==> src/rtl/cmp_serial_unit.sv <==
// Bit-serial MSB-first comparator producing EQ/NE/LT/GE/LTU/GEU.
// One operand bit per cycle; results registered and held until next start.
module cmp_serial_unit #(
  parameter int N = 8
) (
  input  logic         clk,
  input  logic         rst_n,
  input  logic         start,
  input  logic [N-1:0] a,
  input  logic [N-1:0] b,
  output logic         busy,
  output logic         done,
  output logic         valid,
  output logic [N-1:0] d0,
  output logic [N-1:0] d1,
  output logic [N-1:0] d2,
  output logic [N-1:0] d3,
  output logic [N-1:0] d4,
  output logic [N-1:0] d5
);

  localparam int CW = (N > 2) ? $clog2(N) : 1;
  localparam logic [CW-1:0] CTOP = CW'(N - 1);

  typedef enum logic [1:0] {
    IDLE,
    RUN,
    DONE
  } state_t;

  state_t        state;
  logic [N-1:0]  ra;
  logic [N-1:0]  rb;
  logic [CW-1:0] cnt;
  logic          decided;
  logic          ltu;
  logic [5:0]    res;

  logic          bit_a;
  logic          bit_b;
  logic          diff;
  logic          dec_n;
  logic          ltu_n;
  logic          eq;
  logic          lts;

  // Current bit evaluation and the result bits it would finalize
  always_comb begin
    bit_a = ra[cnt];
    bit_b = rb[cnt];
    diff  = !decided && (bit_a != bit_b);
    dec_n = decided | diff;
    ltu_n = diff ? bit_b : ltu;
    eq    = ~dec_n;
    lts   = eq ? 1'b0 : (ltu_n ^ (ra[N-1] ^ rb[N-1]));
  end

  // Control FSM, operand shift state and result registers
  always_ff @(posedge clk or negedge rst_n) begin
    if (!rst_n) begin
      state   <= IDLE;
      ra      <= '0;
      rb      <= '0;
      cnt     <= '0;
      decided <= 1'b0;
      ltu     <= 1'b0;
      res     <= '0;
      busy    <= 1'b0;
      done    <= 1'b0;
      valid   <= 1'b0;
    end else begin
      unique case (state)
        IDLE, DONE: begin
          done <= 1'b0;
          if (start) begin
            ra      <= a;
            rb      <= b;
            cnt     <= CTOP;
            decided <= 1'b0;
            ltu     <= 1'b0;
            valid   <= 1'b0;
            busy    <= 1'b1;
            state   <= RUN;
          end else begin
            state <= IDLE;
          end
        end
        RUN: begin
          decided <= dec_n;
          ltu     <= ltu_n;
          if (cnt != '0) begin
            cnt <= cnt - CW'(1);
          end else begin
            res   <= {~ltu_n, ltu_n, ~lts, lts, ~eq, eq};
            done  <= 1'b1;
            valid <= 1'b1;
            busy  <= 1'b0;
            state <= DONE;
          end
        end
        default: state <= IDLE;
      endcase
    end
  end

  assign d0 = {{(N-1){1'b0}}, res[0]};
  assign d1 = {{(N-1){1'b0}}, res[1]};
  assign d2 = {{(N-1){1'b0}}, res[2]};
  assign d3 = {{(N-1){1'b0}}, res[3]};
  assign d4 = {{(N-1){1'b0}}, res[4]};
  assign d5 = {{(N-1){1'b0}}, res[5]};

endmodule

==> config.mk <==
export PLATFORM = sky130hd
export DESIGN_NAME = cmp_serial_unit
export DESIGN_NICKNAME = d
export VERILOG_FILES = /design/src/rtl/cmp_serial_unit.sv
export SDC_FILE = /design/constraint.sdc
export NUM_CORES = 1
export LEC_CHECK = 0
export ABC_AREA = 1
export CAP_MARGIN = 20
export CORE_ASPECT_RATIO = 0.6
export CORE_MARGIN = 2
export CORE_UTILIZATION = 41
export CTS_BUF_LIST = sky130_fd_sc_hd__clkbuf_4 sky130_fd_sc_hd__clkbuf_8
export CTS_CLUSTER_DIAMETER = 150
export DETAILED_ROUTE_END_ITERATION = 7
export HOLD_SLACK_MARGIN = 0.08
export PLACE_DENSITY_LB_ADDON = 0.12
export SLEW_MARGIN = 30
export SYNTH_ARGS = -nofsm -noshare
export SYNTH_HDL_FRONTEND = slang
export SYNTH_SLANG_ARGS = --single-unit
==> constraint.sdc <==
create_clock -name clk -period 1.6 [get_ports clk]
set_clock_uncertainty 0.05 [all_clocks]
set_input_delay 0.24 -clock clk [delete_from_list [all_inputs] [get_ports clk]]
set_output_delay 0.24 -clock clk [all_outputs]
set_load 0.01 [all_outputs]
==> results of run 1 <==
[synthesized netlist by cell type]
cell type,number
o21ai_1,17
o21ai_0,1
a21oi_1,2
ha_1,2
inv_4,1
nand2_2,7
a31oi_1,1
or2_2,1
conb_1,1
nor2_4,1
nand3_1,11
buf_12,1
o211ai_1,1
nand2_1,58
buf_4,42
o21a_1,1
xnor2_1,1
inv_1,15
clkbuf_1,3
nand3_2,8
nand2_4,2
inv_2,14
dfrtp_1,32
buf_6,1
nor2_1,7
[power by group]
group	switching (µW)	internal, µW
combinational	1390	1010
clock	282	383
sequential	220	1190
total	1890	2580
[flip-flops by register name, indices dropped and copies added, names as in the netlist]
signal,count
ra,8
rb,8
res,6
cnt,3
state,2
busy,1
decided,1
done,1
ltu,1
valid,1
[area by class of cell]
class                      instances  share of cell area [%]
tap                               63                    3.48
timing repair buffer              37                    15.4
clock buffer                       7                    4.25
multi-input combinational        163                    36.2
inverter                          30                    5.30
sequential                        32                    35.4
[worst min path at each step]
stage | startpoint | to | slack, ns | cells after the start
global route | rst_n | res[2] | 0.36 | 2
floorplan | rst_n | busy | -0.11 | 0
detailed placement | res[4] | res[4] | 0.42 | 2
finish | rst_n | ra[1] | 0.32 | 2
global placement | done | done | 0.42 | 2
CTS | rst_n | res[0] | 0.33 | 2
[cell families (layout without fill, tap and decap cells)]
kind of cell,count (synthesis),in the layout
fa+ha+maj,2,2
flops,32,32
compound gates,23,23
other cells,1,42
simple gates,95,95
xor+xnor,1,1
buf+inv,77,74
[worst max-delay path, stage by stage (launching register included)]
cell     delay (ns)
dfrtp_2        0.47
buf_6          0.16
nand2_2        0.06
nand3_2        0.07
nand2_1        0.07
nand2_1        0.06
nand2_2        0.09
nand2_2        0.05
nand3_2        0.08
nand2_2        0.06
inv_2          0.07
nand3_2        0.08
nand2_1        0.06
inv_1          0.03
[stage by stage]
| stage | total power [µW] | TNS, ns | cells | cell area (µm²) | worst slack (ns) |
|---|---|---|---|---|---|
| finish | 4480 | 0 | 332 | 2270 | 0.0409 |
| CTS | 4230 | 0 | 329 | 2190 | 0.0131 |
| global route | 4880 | -0.0873 | 332 | 2270 | -0.0515 |
| floorplan | 3030 | 0 | 272 | 2050 | 0.0836 |
| detailed placement | 3550 | 0 | 322 | 2090 | 0.00191 |
| global placement | 3540 | 0 | 322 | 2090 | 0.0275 |
[timing repair]
| item | CTS | global route |
|---|---|---|
| endpoints found under the setup margin | 1 | 6 |
| hold buffers | 0 | 0 |
| pin swaps | 1 | 6 |
| buffers inserted | 0 | 3 |
| gates resized for setup | 0 | 19 |
[metal layers]
metal / track usage (%) / vias up / wire length [µm]
li1: - / 698 / -
met1: 22.6 / 602 / 1930
met2: 16.9 / 43 / 1300
met3: 4.16 / 8 / 223
met4: 4.48 / 0 / 46
met5: 0 / - / 0
[cell usage in the layout (no fill, tap or decap), types with 2 or more instances in the layout]
master           Yosys  routed
a21oi_1              2       2
buf_4               42       9
clkbuf_8             0       7
clkdlybuf4s50_1      0      27
conb_1               1      42
dfrtp_1             32      31
ha_1                 2       2
inv_1               15      15
inv_2               14      14
nand2_1             58      47
nand2_2              7      18
nand2_4              2       2
nand3_1             11       8
nand3_2              8      11
nor2_1               7       6
o21ai_1             17      17
==> flow_summary.toml, run 1 <==
[drt]
drcViolationCount = 0
routed_wl_um = 3500
drt-vias-per-instance = 4.07
antenna_left = 0
drtPass1Iterations = 4
drt_iter0_markers = 58
wire_per_inst_um = 10.6
via_count = 1351

[final_layout]
multi_input_area_um2 = 821
drive_gt1_share_pct = 24.9
areaGrowthSynthToFinish_pct = 19.6
diodes = 0
fill_cells = 454
nets = 290
postLayoutCoreUtil_pct = 50.2
layout.area.seq_um2 = 802

[floorplanning]
die_x_um = 91.8
io_pins = 70
die_h_um = 56.7
initial_core_util_pct = 42.0
rows = 19
core_area_um2 = 4520
die_area_um2 = 5200

[place]
gp_congestion = 0.834
dpl.hpwl_um = 2560
numPortBuffers = 27

[yosys]
synth_cells = 231
synth_fa_ha_area_share_pct = 1.32
post_synth_xor_area_fraction_pct = 0.462
ys_seq_area_share_pct = 42.2
ys_types = 25
synth_compound_area_share_pct = 6.40
synth_top_family_by_area = "buffers and inverters"
syn_area_per_cell_um2 = 8.21
yosys.area.top_type = "dfrtp_1"
synth_area_leaders = "dfrtp_1, buf_4, nand2_1"
synth_mux_area_share_pct = 0
yosysTopAreaCellShare_pct = 42.2
synth_area_um2 = 1900
yosys_register_bits = 32
ys_warn_count = 0
synth_simple_gate_area_share_pct = 24.4

[pwr]
ir_drop_mv = 0.892
p_leak_uw = 0.00117
powerDensity_nw_per_um2 = 1970

[global_routing]
grt_overflow = 0
grt_pass1_vias = 1173
grt_pass1_wl_um = 5540
track_usage_pct = 13.9
antenna_found_initial = 0
grt_max_degree = 33

[clocking]
cts-root-buf = "clkbuf_8"
clock-sinks = 32
cts_tree = "built"
worstSkewPairLatency_ns = 0.28
cts_made_buffers = 5
cts_max_level = 2
worst_setup_hold_path_clk_slew_ns = 0.06
clockBufferDepth = 2

[sta]
setup_viol = 0
rsz0062_at_grt = "yes"
timing.final.hold_violations = 0
min_period_ns = 1.56
drv_slew = 0
period_share_pct = 97.4
fmaxAchievable_mhz = 641
holdWs_ns = 0.318

[run]
maxCapViolCount = 0

[critical_path]
cp-start-kind = "flip-flop"
worstSetupEndpoint = "res[3]"
required_ns = 1.73
r2r-start = "cnt[0]"
crit_path_start = "cnt[0]"
reg2reg_to = "res[3]"
rrSetupSlack_ns = 0.04
setup.worst_path.end_class = "flip-flop"
worstPathArrival_ns = 1.69
critPathMaxFanout = 5
ff2ff_path_depth = 13
critPathKind = "flip-flop to flip-flop"

[run_status]
outcome = "finished, final reports clean"

[min_path]
min_path_type = "input port to async pin"
Power figures use the tool's default switching activity.
==> run 2: changes to the inputs <==
CORE_UTILIZATION = 40   (was 41)
CTS_BUF_LIST = sky130_fd_sc_hd__clkbuf_16   (was sky130_fd_sc_hd__clkbuf_4 sky130_fd_sc_hd__clkbuf_8)
RECOVER_POWER = 100   (was default)
==> flow_summary.toml, run 2 (same netlist as run 1, synthesis figures left out) <==
[run_status]
outcome = "finished, final reports clean"

[clocking]
cts_max_level = 2
worstSkewPairLatency_ns = 0.27
cts_tree = "built"
cts_made_buffers = 5
cts-root-buf = "clkbuf_16"
clockBufferDepth = 2
worst_setup_hold_path_clk_slew_ns = 0.05
clock-sinks = 32

[floorplanning]
die_h_um = 57.3
core_area_um2 = 4560
rows = 19
die_area_um2 = 5320
die_x_um = 92.9
initial_core_util_pct = 41.5
io_pins = 70

[run]
maxCapViolCount = 0

[pwr]
powerDensity_nw_per_um2 = 1990
ir_drop_mv = 0.939
swShare_pct = 41.2
clkPwrFrac_pct = 18.6
power.total_uw = 4550
comb_power_share_pct = 50.3
p_leak_uw = 0.00117
p_int_uw = 2670
seqPwrFrac_pct = 31.2
p_sw_uw = 1870

[sta]
fmaxAchievable_mhz = 631
period_share_pct = 99.1
rsz0062_at_grt = "yes"
relSlewSlack_pct = 48.3
setup_viol = 0
min_period_ns = 1.59
timing.final.hold_violations = 0
drv_slew = 0
tightest_slew_ns = 0.775
tns_ns = 0

[drt]
wire_per_inst_um = 10.8
drtPass1Iterations = 4
antenna_left = 0
drt_iter0_markers = 70
drt-vias-per-instance = 4.09
routed_wl_um = 3560
via_count = 1349
drcViolationCount = 0

[global_routing]
grt_max_degree = 33
track_usage_pct = 14.2
grt_pass1_vias = 1196
antenna_found_initial = 0
grt_pass1_wl_um = 5670
grt_overflow = 0

[min_path]
min_path_type = "flip-flop to flip-flop"

[critical_path]
critPathMaxFanout = 4
critPathKind = "flip-flop to flip-flop"
required_ns = 1.72
worstPathArrival_ns = 1.70
cp-start-kind = "flip-flop"
setup.worst_path.end_class = "flip-flop"

[place]
gp_congestion = 0.860
dpl.hpwl_um = 2550
place_area_um2 = 2100
dp.cells = 323
numPortBuffers = 27

[final_layout]
postLayoutCoreUtil_pct = 50.0
nets = 290
diodes = 0
areaGrowthSynthToFinish_pct = 20.4
stdcell_count = 330
stdcell_area_um2 = 2280
final_cell_mix = "nand2_1, conb_1, dfrtp_1"
top_regs = "ra: 8 flops, rb: 8 flops, res: 6 flops"
final_common_cell = "nand2_1"
drive_gt1_share_pct = 21.7
-- run 2: final timing paths --
kind | startpoint | to | slack [ns] | depth (start not counted)
hold / removal | done | done | 0.42 | 2
hold reg to reg | done | done | 0.42 | 2
setup reg to reg | cnt[0] | res[3] | 0.01 | 13
max in group asynchronous | rst_n | cnt[0] | 0.42 | 2
setup / recovery | cnt[0] | res[3] | 0.01 | 13
min in group asynchronous | rst_n | rb[3] | 0.54 | 2
-- run 2: worst max-delay path: stages, from the launching register on --
cell	delay, ns
dfrtp_2	0.46
buf_6	0.15
nand2_1	0.06
nand3_1	0.09
nand2_1	0.07
nand2_1	0.06
nand2_1	0.10
nand2_1	0.07
nand3_2	0.07
nand2_2	0.06
inv_2	0.07
nand3_2	0.07
nand2_1	0.07
inv_1	0.03
-- run 2: stage by stage --
step / setup slack (ns) / hold slack (ns)
after floorplan: 0.0836 / -0.106
after global placement: 0.0485 / 0.422
after detailed placement: 0.0276 / 0.416
after CTS: 0.0209 / 0.349
after global routing: -0.114 / 0.448
final: 0.0140 / 0.423
-- run 2: power by group through the flow --
stage | Sequential, µW | Clock, µW | Combinational (µW)
detailed placement | 1400 | 0 | 2150
global route | 1470 | 913 | 2580
finish | 1420 | 844 | 2290
global placement | 1410 | 0 | 2150
CTS | 1400 | 862 | 2170
floorplan | 1420 | 0 | 1610
-- run 2: layer usage --
layer / GRT usage, % / wire (µm) / share of wire [%]
met5: 0 / 0 / 0
met4: 6.30 / 57 / 1.6
met2: 17.7 / 1380 / 39
met3: 4.89 / 281 / 7.9
met1: 21.7 / 1840 / 52
-- run 2: area by class of cell --
type	count	area [µm²]
clock buffer	5	125
fill	473	2280
inverter	30	118
multi-input combinational	163	816
sequential	32	802
tap	63	78.8
timing repair buffer	36	337
timing repair inverter	1	6.26
-- run 2: what timing repair did --
action / CTS / global route
hold buffers: 0 / 0
setup endpoints to repair: 0 / 4
resized for setup: 0 / 17
buffers inserted: 0 / 1
==> run 3: changes to the inputs <==
CORE_UTILIZATION = 44   (was 40)
CTS_CLUSTER_DIAMETER = default   (was 150)
clock period = 1.5 ns   (was 1.6 ns; I/O delays follow)
==> flow_summary.toml, run 3 (same netlist as run 1, synthesis figures left out) <==
[run_status]
outcome = "complete, but fails checks"
violations = "setup timing"

[pwr]
seqPwrFrac_pct = 29.8
comb_power_share_pct = 51.7
p_sw_uw = 2110
swShare_pct = 41.7
clkPwrFrac_pct = 18.5
powerDensity_nw_per_um2 = 2150
p_leak_uw = 0.00121
ir_drop_mv = 0.929
p_int_uw = 2950

[drt]
drcViolationCount = 0
drt_iter0_markers = 30
via_count = 1356
drtPass1Iterations = 4
drt-vias-per-instance = 4.07
wire_per_inst_um = 10.8
routed_wl_um = 3590
antenna_left = 0

[final_layout]
top_regs = "ra: 8 flops, rb: 8 flops, res: 6 flops"
drive_gt1_share_pct = 26.7
stdcell_count = 333
stdcell_area_um2 = 2350
areaGrowthSynthToFinish_pct = 24.0
diodes = 0
nets = 293
final_cell_mix = "nand2_1, conb_1, dfrtp_1"

[place]
dpl.hpwl_um = 2500
pre_cts_ws_ns = -0.0261
place_area_um2 = 2160
dp.cells = 323
gp_congestion = 0.777
numPortBuffers = 27

[critical_path]
critPathMaxFanout = 8
cp-start-kind = "flip-flop"
setup.worst_path.end_class = "flip-flop"
required_ns = 1.62
critPathKind = "flip-flop to flip-flop"
worstPathArrival_ns = 1.71

[floorplanning]
rows = 18
die_area_um2 = 4870
initial_core_util_pct = 46.0
core_area_um2 = 4120
die_x_um = 88.7
die_h_um = 54.8
io_pins = 70

[sta]
period_share_pct = 106
drv_slew = 0
tns_ns = -0.208
fmaxAchievable_mhz = 628
setup_ws_ns = -0.0923
timing.final.hold_violations = 0
tightest_slew_ns = 0.790
setup_viol = 4
rsz0062_at_grt = "yes"
relSlewSlack_pct = 47.3
min_period_ns = 1.59

[clocking]
cts_tree = "built"
cts_max_level = 2
ctsHoldBuffers = 0
cts-root-buf = "clkbuf_16"
clockBufferDepth = 2
worstSkewPairLatency_ns = 0.27
worst_setup_hold_path_clk_slew_ns = 0.05
cts_made_buffers = 5
clock-sinks = 32

[global_routing]
grt_max_degree = 33
grt_pass1_vias = 1137
grt_pass1_wl_um = 5430
antenna_found_initial = 0
grt_overflow = 0
track_usage_pct = 15.2

[run]
maxCapViolCount = 0

[min_path]
min_path_type = "flip-flop to flip-flop"
## run 3: cell types whose count changed in the layout (fill, tap and decap cells not counted), sizes merged
cell    change
inv         +3
clkbuf      -1
buf         +4
## run 3: path summary, 6_finish.rpt
kind                              from      to  slack (ns)  depth (start not counted)
worst max-delay path            cnt[0]  res[3]       -0.09                         13
worst min-delay path            res[2]  res[2]        0.43                          2
worst max register to register  cnt[0]  res[3]       -0.09                         13
max in group asynchronous        rst_n  cnt[0]        0.32                          2
min in group asynchronous        rst_n   rb[1]        0.52                          2
worst min register to register  res[2]  res[2]        0.43                          2
## run 3: metrics by stage
| stage | utilization, % | power (µW) | hold WS [ns] |
|---|---|---|---|
| global placement | 52.3 | 3840 | 0.422 |
| finish | 57.0 | 5060 | 0.429 |
| floorplan | - | 3230 | -0.121 |
| detailed placement | 52.3 | 3860 | 0.415 |
| global route | 57.0 | 5500 | 0.450 |
| CTS | 55.9 | 4850 | 0.282 |
## run 3: layout make-up
type,instances,area (µm²)
Clock buffer,5,125
Clock inverter,3,11.3
Fill cell,393,1770
Inverter,30,120
Multi-Input combinational cell,163,836
Sequential cell,32,803
Tap cell,60,75.1
Timing Repair Buffer,39,374
Timing Repair inverter,1,6.26
## run 3: metal layers
layer  part of all wire (%)  wire (µm)  global-route usage, %  up-vias
met3                    5.3        189                   5.43        7
met1                     55       1980                   23.5      601
met2                     38       1380                   19.3       36
met4                   0.92         33                   4.55        0
li1                       -          -                      -      712
met5                      0          0                      0        -
## run 3: repair_timing
action                                 CTS  global route
pin swaps                                0            17
setup endpoints to repair                4            10
cloned                                   0             1
endpoints found under the hold margin    0             0
resized for setup                        3            24
buffers inserted                         0             1
## run 3: critical path, stage by stage (launching register included)
cell	delay, ns
dfrtp_2	0.46
buf_6	0.17
nand2_2	0.07
nand3_2	0.06
nand2_1	0.07
nand2_1	0.05
nand2_2	0.08
nand3_2	0.06
nand2_2	0.09
nand2_2	0.06
nand2_2	0.07
nand3_2	0.08
nand2_2	0.08
inv_2	0.03
## run 3: power groups by stage
| stage | logic, µW | clock network, µW | registers [µW] |
|---|---|---|---|
| CTS | 2420 | 949 | 1480 |
| global placement | 2350 | 0 | 1500 |
| detailed placement | 2370 | 0 | 1490 |
| finish | 2620 | 937 | 1510 |
| floorplan | 1720 | 0 | 1520 |
| global route | 2950 | 992 | 1550 |
